==> src/rtl/mcycle_pkg.sv <==
`default_nettype none
// ============================================================================
// Module   : mcycle_pkg
// Purpose  : Shared definitions for the multi-cycle multiply/divide unit:
//            operation encodings, FSM state encoding and counter sizing.
// Ports    : none (package)
// Revision : 1.0 - initial release
// ============================================================================
package mcycle_pkg;

    // MCycleOp encodings: bit 1 selects divide, bit 0 selects unsigned.
    localparam logic [1:0] OP_SMUL = 2'b00;
    localparam logic [1:0] OP_UMUL = 2'b01;
    localparam logic [1:0] OP_SDIV = 2'b10;
    localparam logic [1:0] OP_UDIV = 2'b11;

    typedef enum logic [1:0] {
        IDLE    = 2'b00,
        COMPUTE = 2'b01,
        DONE    = 2'b10
    } state_t;

    // Iteration counter width for a given operand width (never below 1 bit).
    function automatic int cnt_width(input int w);
        return (w > 1) ? $clog2(w) : 1;
    endfunction

    // Counter width for the core's standard 32-bit configuration.
    localparam int DEFAULT_WIDTH = 32;
    localparam int CNT_W         = cnt_width(DEFAULT_WIDTH);

endpackage
`default_nettype wire

==> src/rtl/mcycle_unit_if.sv <==
`default_nettype none
// ============================================================================
// Module   : mcycle_unit_if
// Purpose  : Request/result bundle between the decoder/pipeline (master)
//            and the multi-cycle multiply/divide unit (slave).
// Ports    : Start, MCycleOp, Operand1, Operand2  (master -> slave)
//            Result1, Result2, Busy               (slave -> master)
// Revision : 1.0 - initial release
// ============================================================================
interface mcycle_unit_if #(
    parameter int WIDTH = 32
);
    logic             Start;
    logic [1:0]       MCycleOp;
    logic [WIDTH-1:0] Operand1;
    logic [WIDTH-1:0] Operand2;
    logic [WIDTH-1:0] Result1;
    logic [WIDTH-1:0] Result2;
    logic             Busy;

    modport master (
        output Start, MCycleOp, Operand1, Operand2,
        input  Result1, Result2, Busy
    );

    modport slave (
        input  Start, MCycleOp, Operand1, Operand2,
        output Result1, Result2, Busy
    );
endinterface
`default_nettype wire

==> src/rtl/mcycle_iter_dp.sv <==
`default_nettype none
// ============================================================================
// Module   : mcycle_iter_dp
// Purpose  : Shared iterative datapath. r_hi/r_lo form the 2*WIDTH
//            multiply accumulator or the remainder/quotient pair; r_b holds
//            the multiplicand or divisor. One add-or-subtract per step.
// Ports    : CLK, Reset_n      clock, async active-low reset
//            i_load            load operands (r_hi cleared)
//            i_step            perform one iteration
//            i_is_div          1 = restoring-divide step, 0 = shift-add step
//            i_ld_lo, i_ld_b   multiplier/dividend and multiplicand/divisor
//            o_hi, o_lo        product high/low or remainder/quotient
// Revision : 1.0 - initial release
// ============================================================================
module mcycle_iter_dp #(
    parameter int WIDTH = 32
) (
    input  wire logic             CLK,
    input  wire logic             Reset_n,
    input  wire logic             i_load,
    input  wire logic             i_step,
    input  wire logic             i_is_div,
    input  wire logic [WIDTH-1:0] i_ld_lo,
    input  wire logic [WIDTH-1:0] i_ld_b,
    output logic      [WIDTH-1:0] o_hi,
    output logic      [WIDTH-1:0] o_lo
);

    logic [WIDTH-1:0] r_hi;
    logic [WIDTH-1:0] r_lo;
    logic [WIDTH-1:0] r_b;

    logic [WIDTH:0]   w_opa;
    logic [WIDTH:0]   w_opb;
    logic [WIDTH+1:0] w_sum;
    logic [WIDTH:0]   w_add;
    logic             w_fits;
    logic [WIDTH-1:0] w_hi_nxt;
    logic [WIDTH-1:0] w_lo_nxt;

    // Single W+2 bit adder shared by both operations. For divide it computes
    // {rem, next dividend bit} - divisor; the top bit is the "no borrow" flag.
    always_comb begin
        w_opa  = i_is_div ? {r_hi, r_lo[WIDTH-1]} : {1'b0, r_hi};
        w_opb  = i_is_div ? ~{1'b0, r_b} : {1'b0, r_b};
        w_sum  = {1'b0, w_opa} + {1'b0, w_opb} + {{(WIDTH+1){1'b0}}, i_is_div};
        w_fits = w_sum[WIDTH+1];
        w_add  = r_lo[0] ? w_sum[WIDTH:0] : {1'b0, r_hi};
        if (i_is_div) begin
            // Partial remainder is always below the divisor, so the low
            // WIDTH bits of the difference are exact when it fits.
            w_hi_nxt = w_fits ? w_sum[WIDTH-1:0] : w_opa[WIDTH-1:0];
            w_lo_nxt = {r_lo[WIDTH-2:0], w_fits};
        end else begin
            // Add multiplicand if multiplier LSB set, then shift the whole
            // accumulator (including carry) right by one.
            w_hi_nxt = w_add[WIDTH:1];
            w_lo_nxt = {w_add[0], r_lo[WIDTH-1:1]};
        end
    end

    always_ff @(posedge CLK or negedge Reset_n) begin
        if (!Reset_n) begin
            r_hi <= '0;
            r_lo <= '0;
            r_b  <= '0;
        end else if (i_load) begin
            r_hi <= '0;
            r_lo <= i_ld_lo;
            r_b  <= i_ld_b;
        end else if (i_step) begin
            r_hi <= w_hi_nxt;
            r_lo <= w_lo_nxt;
        end
    end

    assign o_hi = r_hi;
    assign o_lo = r_lo;

endmodule
`default_nettype wire

==> src/rtl/mcycle_unit.sv <==
`default_nettype none
// ============================================================================
// Module   : mcycle_unit
// Purpose  : Iterative multiply/divide unit beside the ALU. Stalls the PC via
//            Busy for WIDTH+1 cycles, then presents sign-corrected results in
//            the single DONE cycle and holds them until the next DONE.
// Ports    : CLK      clock, rising edge
//            Reset_n  asynchronous active-low reset
//            bus      mcycle_unit_if.slave: Start, MCycleOp, Operand1/2 in;
//                     Result1 (low/quotient), Result2 (high/remainder),
//                     Busy (stall request) out
// Revision : 1.0 - initial release
// ============================================================================
module mcycle_unit #(
    parameter int WIDTH = 32
) (
    input wire logic     CLK,
    input wire logic     Reset_n,
    mcycle_unit_if.slave bus
);
    import mcycle_pkg::*;

    localparam int                 C_CNT_W = cnt_width(WIDTH);
    localparam logic [C_CNT_W-1:0] C_LAST  = C_CNT_W'(WIDTH - 1);
    localparam logic [WIDTH-1:0]   C_ONE   = WIDTH'(1);

    state_t             r_state;
    logic [C_CNT_W-1:0] r_cnt;
    logic               r_is_div;
    logic               r_neg_q;    // negate product / quotient
    logic               r_neg_r;    // negate remainder
    logic               r_div0;
    logic [WIDTH-1:0]   r_op1_raw;
    logic [WIDTH-1:0]   r_res1;
    logic [WIDTH-1:0]   r_res2;

    logic               w_start;
    logic               w_signed;
    logic               w_div;
    logic [WIDTH-1:0]   w_mag1;
    logic [WIDTH-1:0]   w_mag2;
    logic [WIDTH-1:0]   w_dp_hi;
    logic [WIDTH-1:0]   w_dp_lo;
    logic [2*WIDTH-1:0] w_prod;
    logic [WIDTH-1:0]   w_fin1;
    logic [WIDTH-1:0]   w_fin2;

    function automatic logic [WIDTH-1:0] mag(input logic [WIDTH-1:0] x,
                                             input logic en);
        return (en && x[WIDTH-1]) ? (~x + C_ONE) : x;
    endfunction

    assign w_start  = (r_state == IDLE) && bus.Start;
    assign w_signed = (bus.MCycleOp == OP_SMUL) || (bus.MCycleOp == OP_SDIV);
    assign w_div    = (bus.MCycleOp == OP_SDIV) || (bus.MCycleOp == OP_UDIV);
    assign w_mag1   = mag(bus.Operand1, w_signed);
    assign w_mag2   = mag(bus.Operand2, w_signed);

    mcycle_iter_dp #(
        .WIDTH    (WIDTH)
    ) u_dp (
        .CLK      (CLK),
        .Reset_n  (Reset_n),
        .i_load   (w_start),
        .i_step   (r_state == COMPUTE),
        .i_is_div (r_is_div),
        .i_ld_lo  (w_div ? w_mag1 : w_mag2),
        .i_ld_b   (w_div ? w_mag2 : w_mag1),
        .o_hi     (w_dp_hi),
        .o_lo     (w_dp_lo)
    );

    // Sign correction and divide-by-zero override on the settled datapath.
    always_comb begin
        w_prod = {w_dp_hi, w_dp_lo};
        if (r_neg_q) begin
            w_prod = ~w_prod + (2*WIDTH)'(1);
        end
        if (r_is_div) begin
            if (r_div0) begin
                w_fin1 = '1;
                w_fin2 = r_op1_raw;
            end else begin
                w_fin1 = r_neg_q ? (~w_dp_lo + C_ONE) : w_dp_lo;
                w_fin2 = r_neg_r ? (~w_dp_hi + C_ONE) : w_dp_hi;
            end
        end else begin
            w_fin1 = w_prod[WIDTH-1:0];
            w_fin2 = w_prod[2*WIDTH-1:WIDTH];
        end
    end

    always_ff @(posedge CLK or negedge Reset_n) begin
        if (!Reset_n) begin
            r_state   <= IDLE;
            r_cnt     <= '0;
            r_is_div  <= 1'b0;
            r_neg_q   <= 1'b0;
            r_neg_r   <= 1'b0;
            r_div0    <= 1'b0;
            r_op1_raw <= '0;
            r_res1    <= '0;
            r_res2    <= '0;
        end else begin
            case (r_state)
                IDLE: begin
                    if (bus.Start) begin
                        r_is_div  <= w_div;
                        r_neg_q   <= w_signed &&
                                     (bus.Operand1[WIDTH-1] ^ bus.Operand2[WIDTH-1]);
                        r_neg_r   <= w_signed && bus.Operand1[WIDTH-1];
                        r_div0    <= (bus.Operand2 == '0);
                        r_op1_raw <= bus.Operand1;
                        r_cnt     <= '0;
                        r_state   <= COMPUTE;
                    end
                end
                COMPUTE: begin
                    r_cnt <= r_cnt + C_CNT_W'(1);
                    if (r_cnt == C_LAST) begin
                        r_state <= DONE;
                    end
                end
                DONE: begin
                    // Start is deliberately not looked at here: the stalled
                    // instruction is still on the bus and must not retrigger.
                    r_res1  <= w_fin1;
                    r_res2  <= w_fin2;
                    r_state <= IDLE;
                end
                default: begin
                    r_state <= IDLE;
                end
            endcase
        end
    end

    // Results must already be valid during DONE, so that cycle shows the
    // corrected values directly; the registers hold them from then on.
    assign bus.Result1 = (r_state == DONE) ? w_fin1 : r_res1;
    assign bus.Result2 = (r_state == DONE) ? w_fin2 : r_res2;

    // Combinational from Start so the PC holds in the decode cycle itself.
    assign bus.Busy = Reset_n && (w_start || (r_state == COMPUTE));

endmodule
`default_nettype wire

==> src/flat_wrapper.sv <==
// flat-port wrapper written by rule: the top's interface ports become plain ports
module mcycle_unit_flat import mcycle_pkg::*;
#(
    parameter int WIDTH = 32
)
  (CLK, Reset_n, bus_Start, bus_MCycleOp, bus_Operand1, bus_Operand2, bus_Result1, bus_Result2, bus_Busy);
  mcycle_unit_if #(.WIDTH(WIDTH)) bus_i ();
  input wire logic CLK;
  input wire logic Reset_n;
  input wire logic [$bits(bus_i.Start)-1:0] bus_Start;
  input wire logic [$bits(bus_i.MCycleOp)-1:0] bus_MCycleOp;
  input wire logic [$bits(bus_i.Operand1)-1:0] bus_Operand1;
  input wire logic [$bits(bus_i.Operand2)-1:0] bus_Operand2;
  output wire logic [$bits(bus_i.Result1)-1:0] bus_Result1;
  output wire logic [$bits(bus_i.Result2)-1:0] bus_Result2;
  output wire logic [$bits(bus_i.Busy)-1:0] bus_Busy;
  assign bus_i.Start = bus_Start;
  assign bus_i.MCycleOp = bus_MCycleOp;
  assign bus_i.Operand1 = bus_Operand1;
  assign bus_i.Operand2 = bus_Operand2;
  assign bus_Result1 = bus_i.Result1;
  assign bus_Result2 = bus_i.Result2;
  assign bus_Busy = bus_i.Busy;
  mcycle_unit #(.WIDTH(WIDTH)) u_core (.CLK(CLK), .Reset_n(Reset_n), .bus(bus_i));
endmodule
==> config.mk <==
export PLATFORM = sky130hd
export DESIGN_NAME = mcycle_unit_flat
export DESIGN_NICKNAME = d
export VERILOG_FILES = /design/src/rtl/mcycle_pkg.sv /design/src/rtl/mcycle_unit_if.sv /design/src/rtl/mcycle_iter_dp.sv /design/src/rtl/mcycle_unit.sv /design/src/flat_wrapper.sv
export SDC_FILE = /design/constraint.sdc
export NUM_CORES = 1
export LEC_CHECK = 0
export CAP_MARGIN = 20
export CORE_MARGIN = 4
export CORE_UTILIZATION = 63
export DETAILED_ROUTE_END_ITERATION = 10
export PLACE_DENSITY_LB_ADDON = 0.08
export SLEW_MARGIN = 20
export SYNTH_ARGS = -nofsm -noshare
export SYNTH_HDL_FRONTEND = slang
export SYNTH_SLANG_ARGS = --single-unit
==> constraint.sdc <==
create_clock -name CLK -period 12.4 [get_ports CLK]
set_input_delay 1.86 -clock CLK [delete_from_list [all_inputs] [get_ports CLK]]
set_output_delay 1.86 -clock CLK [all_outputs]
set_load 0.1 [all_outputs]
==> metrics.md <==
| Metric | Value |
|---|---|
| Status | `finished clean` |
| Crit-path max FO | `6` |
| PwrDens | `347 nW/µm²` |
| DR pass1 iterations | `7` |
| Pins Over Slew Limit | `0` |
| Setup crit start kind | `flip-flop` |
| Clk network pwr share | `11.6%` |
| Clk_lat worst skew | `0.53 ns` |
| Tot Pwr | `6.19 mW` |
| Worst EP arrival | `4.82 ns` |
| Setup repair bufs after CTS | `0` |
| Height of the die | `166 µm` |
| Total gr overflow | `0` |
| Final period util | `53.9%` |
| Switching portion of total power | `52.3%` |
| IO buf count | `133` |
| Clock skew | `between 0.01 and 0.015 ns` |
| DRC | `0` |
| Worst Path Required | `10.54 ns` |
| Initial drt markers | `approximately 1900` |
| Relative slew slack | `28.7%` |
| Io pins | `134` |
| Hold Buf Count CTS | `0` |
| Fin. Hold Viols | `0` |
| Syn_nets | `~2100` |
| ANT nets after route | `0` |
| Met2 GRT Util | `about 54%` |
| Routed vias | `about 15000` |
| Net Switching | `3.24 mW` |
| Worst hold path class | `flip-flop to flip-flop` |
| Initial antenna violation count | `1` |
| Placed cell count | `approximately 2300` |
| IR drop worst, VDD | `0.341 mV` |
| Static Leak | `7.65 nW` |
| Worst Tran Pin Value | `approximately 1.1 ns` |
| Total track usage | `35.9%` |
| Combinational power share | `66.0%` |
| Classification of the worst setup path | `flip-flop to primary output` |
| Clock buffer depth | `3` |
| Setup tns final | `0 ns` |
| CTS tree | `built` |
| Share of layout cells above drive strength 1 | `6.22%` |
| Reg-to-reg slack, setup | `6.61 ns` |
| Root buffer cell | `clkbuf_16` |
| Via density | `6.49` |
| Internal power | `2.95 mW` |
| Die Wd | `166 µm` |
| DR WL/cell | `~22 µm` |
| CTS clk-pin slew, worst paths | `0.06 ns` |
| Unrepaired setup endpoints after global routing | `no` |
| Synth async-reset ratio | `100%` |
| Ys flop type | `dfrtp_1` |
| Multi-input logic area | `10000 µm²` |
| Setup violators final | `0` |
| Total clock sinks | `around 200` |
| First-pass GRT wire length | `about 80000 µm` |
| Nets | `2101` |
| Initial Util | `64.6%` |
| Synth Register Bits | `203` |
| DRT Wirelength | `51300 µm` |
| Fillers | `1955` |
| Row cnt | `57` |
| Largest net degree at the start of global routing | `about 110` |
| Seq pwr share | `22.4%` |
| Antenna cell count | `0` |
| Core footprint | `24500 µm²` |
| Sequential cell area | `5090 µm²` |
| Post-synth EDFFs | `0` |
| GP Congestion | `0.998` |
| Post-Syn Area | `15800 µm²` |
| Synth warnings | `0` |
| GRT busiest layer | `met2` |
| Area Growth Syn to Fin | `13.1%` |
| CP endpoint kind | `primary output` |
| Syn Inst Count | `around 2000` |
| Seq/Total Area, Yosys | `32.1%` |
| Num CTS Buffers | `23` |
| Vias in the first global route | `14400` |
| Synthesized area per cell | `7.98 µm²` |
| Min Tclk post-route | `6.68 ns` |
| H-tree depth | `1` |
| Count of different cell masters after synthesis | `82` |
| Detailed-placement wirelength estimate | `37700 µm` |
| Met3 Use GR | `roughly 8.9%` |
| Max cap viols | `0` |
| M1 GR Usage | `49.0%` |
| Post-cts sizing count | `0` |
| Non-Filler Instances | `roughly 2300` |
| Highest clock rate | `~150 MHz` |
| Die ar. | `27700 µm²` |
==> layout by cell type, fill, tap and decap left out, types with 7 or more instances in the layout <==
master,n
o211ai_1,12
nand2b_1,12
a31oi_1,13
mux2i_1,92
o21ai_0,143
mux2_2,28
o31ai_1,26
a21o_1,17
nor2_1,183
o41ai_1,11
or3_1,18
nand2_1,302
dfrtp_1,201
nor2b_1,8
and3_1,8
o21ai_1,36
or4_1,9
clkdlybuf4s50_1,131
xor2_1,124
a211oi_1,11
a221oi_1,7
inv_1,29
ha_1,37
a22o_1,10
a21oi_1,188
o22ai_1,10
o221ai_1,26
buf_4,15
nor3b_1,11
nand4_1,12
clkbuf_16,23
nand3_1,19
nor3_1,26
nor4_1,19
xnor2_1,81
==> cell usage after synthesis, types with 18 or more instances <==
cell        n  area [µm²]
a21oi_1   189         946
buf_1      23        86.3
clkbuf_1  124         465
dfrtp_1   203        5080
ha_1       37         463
inv_1      29         109
mux2_2     28         315
mux2i_1    92         921
nand2_1   303        1140
nand3_1    19        95.1
nor2_1    184         691
nor3_1     26         130
nor4_1     19         119
o21ai_0   143         716
o21ai_1    36         180
o221ai_1   26         228
o31ai_1    26         195
or3_1      18         113
xnor2_1    81         709
xor2_1    124        1090
==> worst max-delay path: stages (launching register included) <==
cell	delay (ns)
dfrtp_1	0.44
or4_1	0.63
nor4_4	0.41
nand4_1	0.69
nor4_1	0.59
a21oi_1	0.13
o211ai_1	0.21
clkdlybuf4s50_1	1.19
==> state kept, by name, indices dropped and copies added (netlist names) <==
name / cells
u_core.u_dp.r_b: 32
u_core.r_state: 2
u_core.r_res1: 32
u_core.r_is_div: 1
u_core.r_div0: 1
u_core.u_dp.o_hi: 32
u_core.r_cnt: 5
u_core.u_dp.o_lo: 32
u_core.r_op1_raw: 32
u_core.r_neg_q: 1
u_core.r_res2: 32
u_core.r_neg_r: 1
==> per-stage QoR <==
stage	hold WS, ns	setup WS, ns	area (µm²)	util, %
2_1_floorplan	0.445	6.33	15800	-
3_3_place_gp	0.456	6.38	17100	69.7
3_5_place_dp	0.462	6.36	17100	69.7
4_1_cts	0.478	5.79	17900	73.0
5_1_grt	0.514	5.51	17900	73.1
6_report	0.477	5.72	17900	73.1
==> worst paths after layout <==
check	start	endpoint	cells past startpoint
min in group asynchronous	Reset_n	u_core.r_res2[10]	1
max in group asynchronous	Reset_n	u_core.r_is_div	3
worst max-delay path	u_core.u_dp.o_lo[20]	bus_Result2[16]	7
worst max register to register	u_core.r_is_div	u_core.u_dp.o_hi[16]	13
worst min-delay path	u_core.r_res2[0]	u_core.r_res2[0]	2
worst min register to register	u_core.r_res2[0]	u_core.r_res2[0]	2
==> area by class of cell <==
type | count | share of cell area [%]
clock inverters | 11 | 0.770
inverters | 30 | 0.630
flip-flops and latches | 203 | 28.5
repair buffers | 149 | 8.15
clock buffers | 31 | 3.67
multi-input cells | 1587 | 56.0
well taps | 324 | 2.27
==> metal layers <==
layer / vias to the layer above / wire length, µm
li1: 7014 / -
met1: 7210 / 21100
met2: 787 / 22400
met3: 141 / 4940
met4: 2 / 2830
met5: - / 13
==> cells by family after synthesis <==
logic type,share of synthesized area [%]
multiplexers,7.82
flip-flops,32.1
AO/OA/AOI/OAI,21.9
adder cells (fa/ha/maj),3.06
buffers and inverters,4.72
XOR/XNOR,11.4
AND/OR/NAND/NOR,19.0
==> power by group through the flow <==
stage / sequential (mW) / clock (mW) / combinational (mW)
2_1_floorplan: 1.06 / 0 / 3.30
3_3_place_gp: 1.36 / 0 / 3.89
3_5_place_dp: 1.38 / 0 / 3.96
4_1_cts: 1.36 / 0.723 / 3.99
5_1_grt: 1.41 / 0.753 / 4.43
6_report: 1.39 / 0.718 / 4.09
Note: power is estimated with default switching activity, not from simulation.
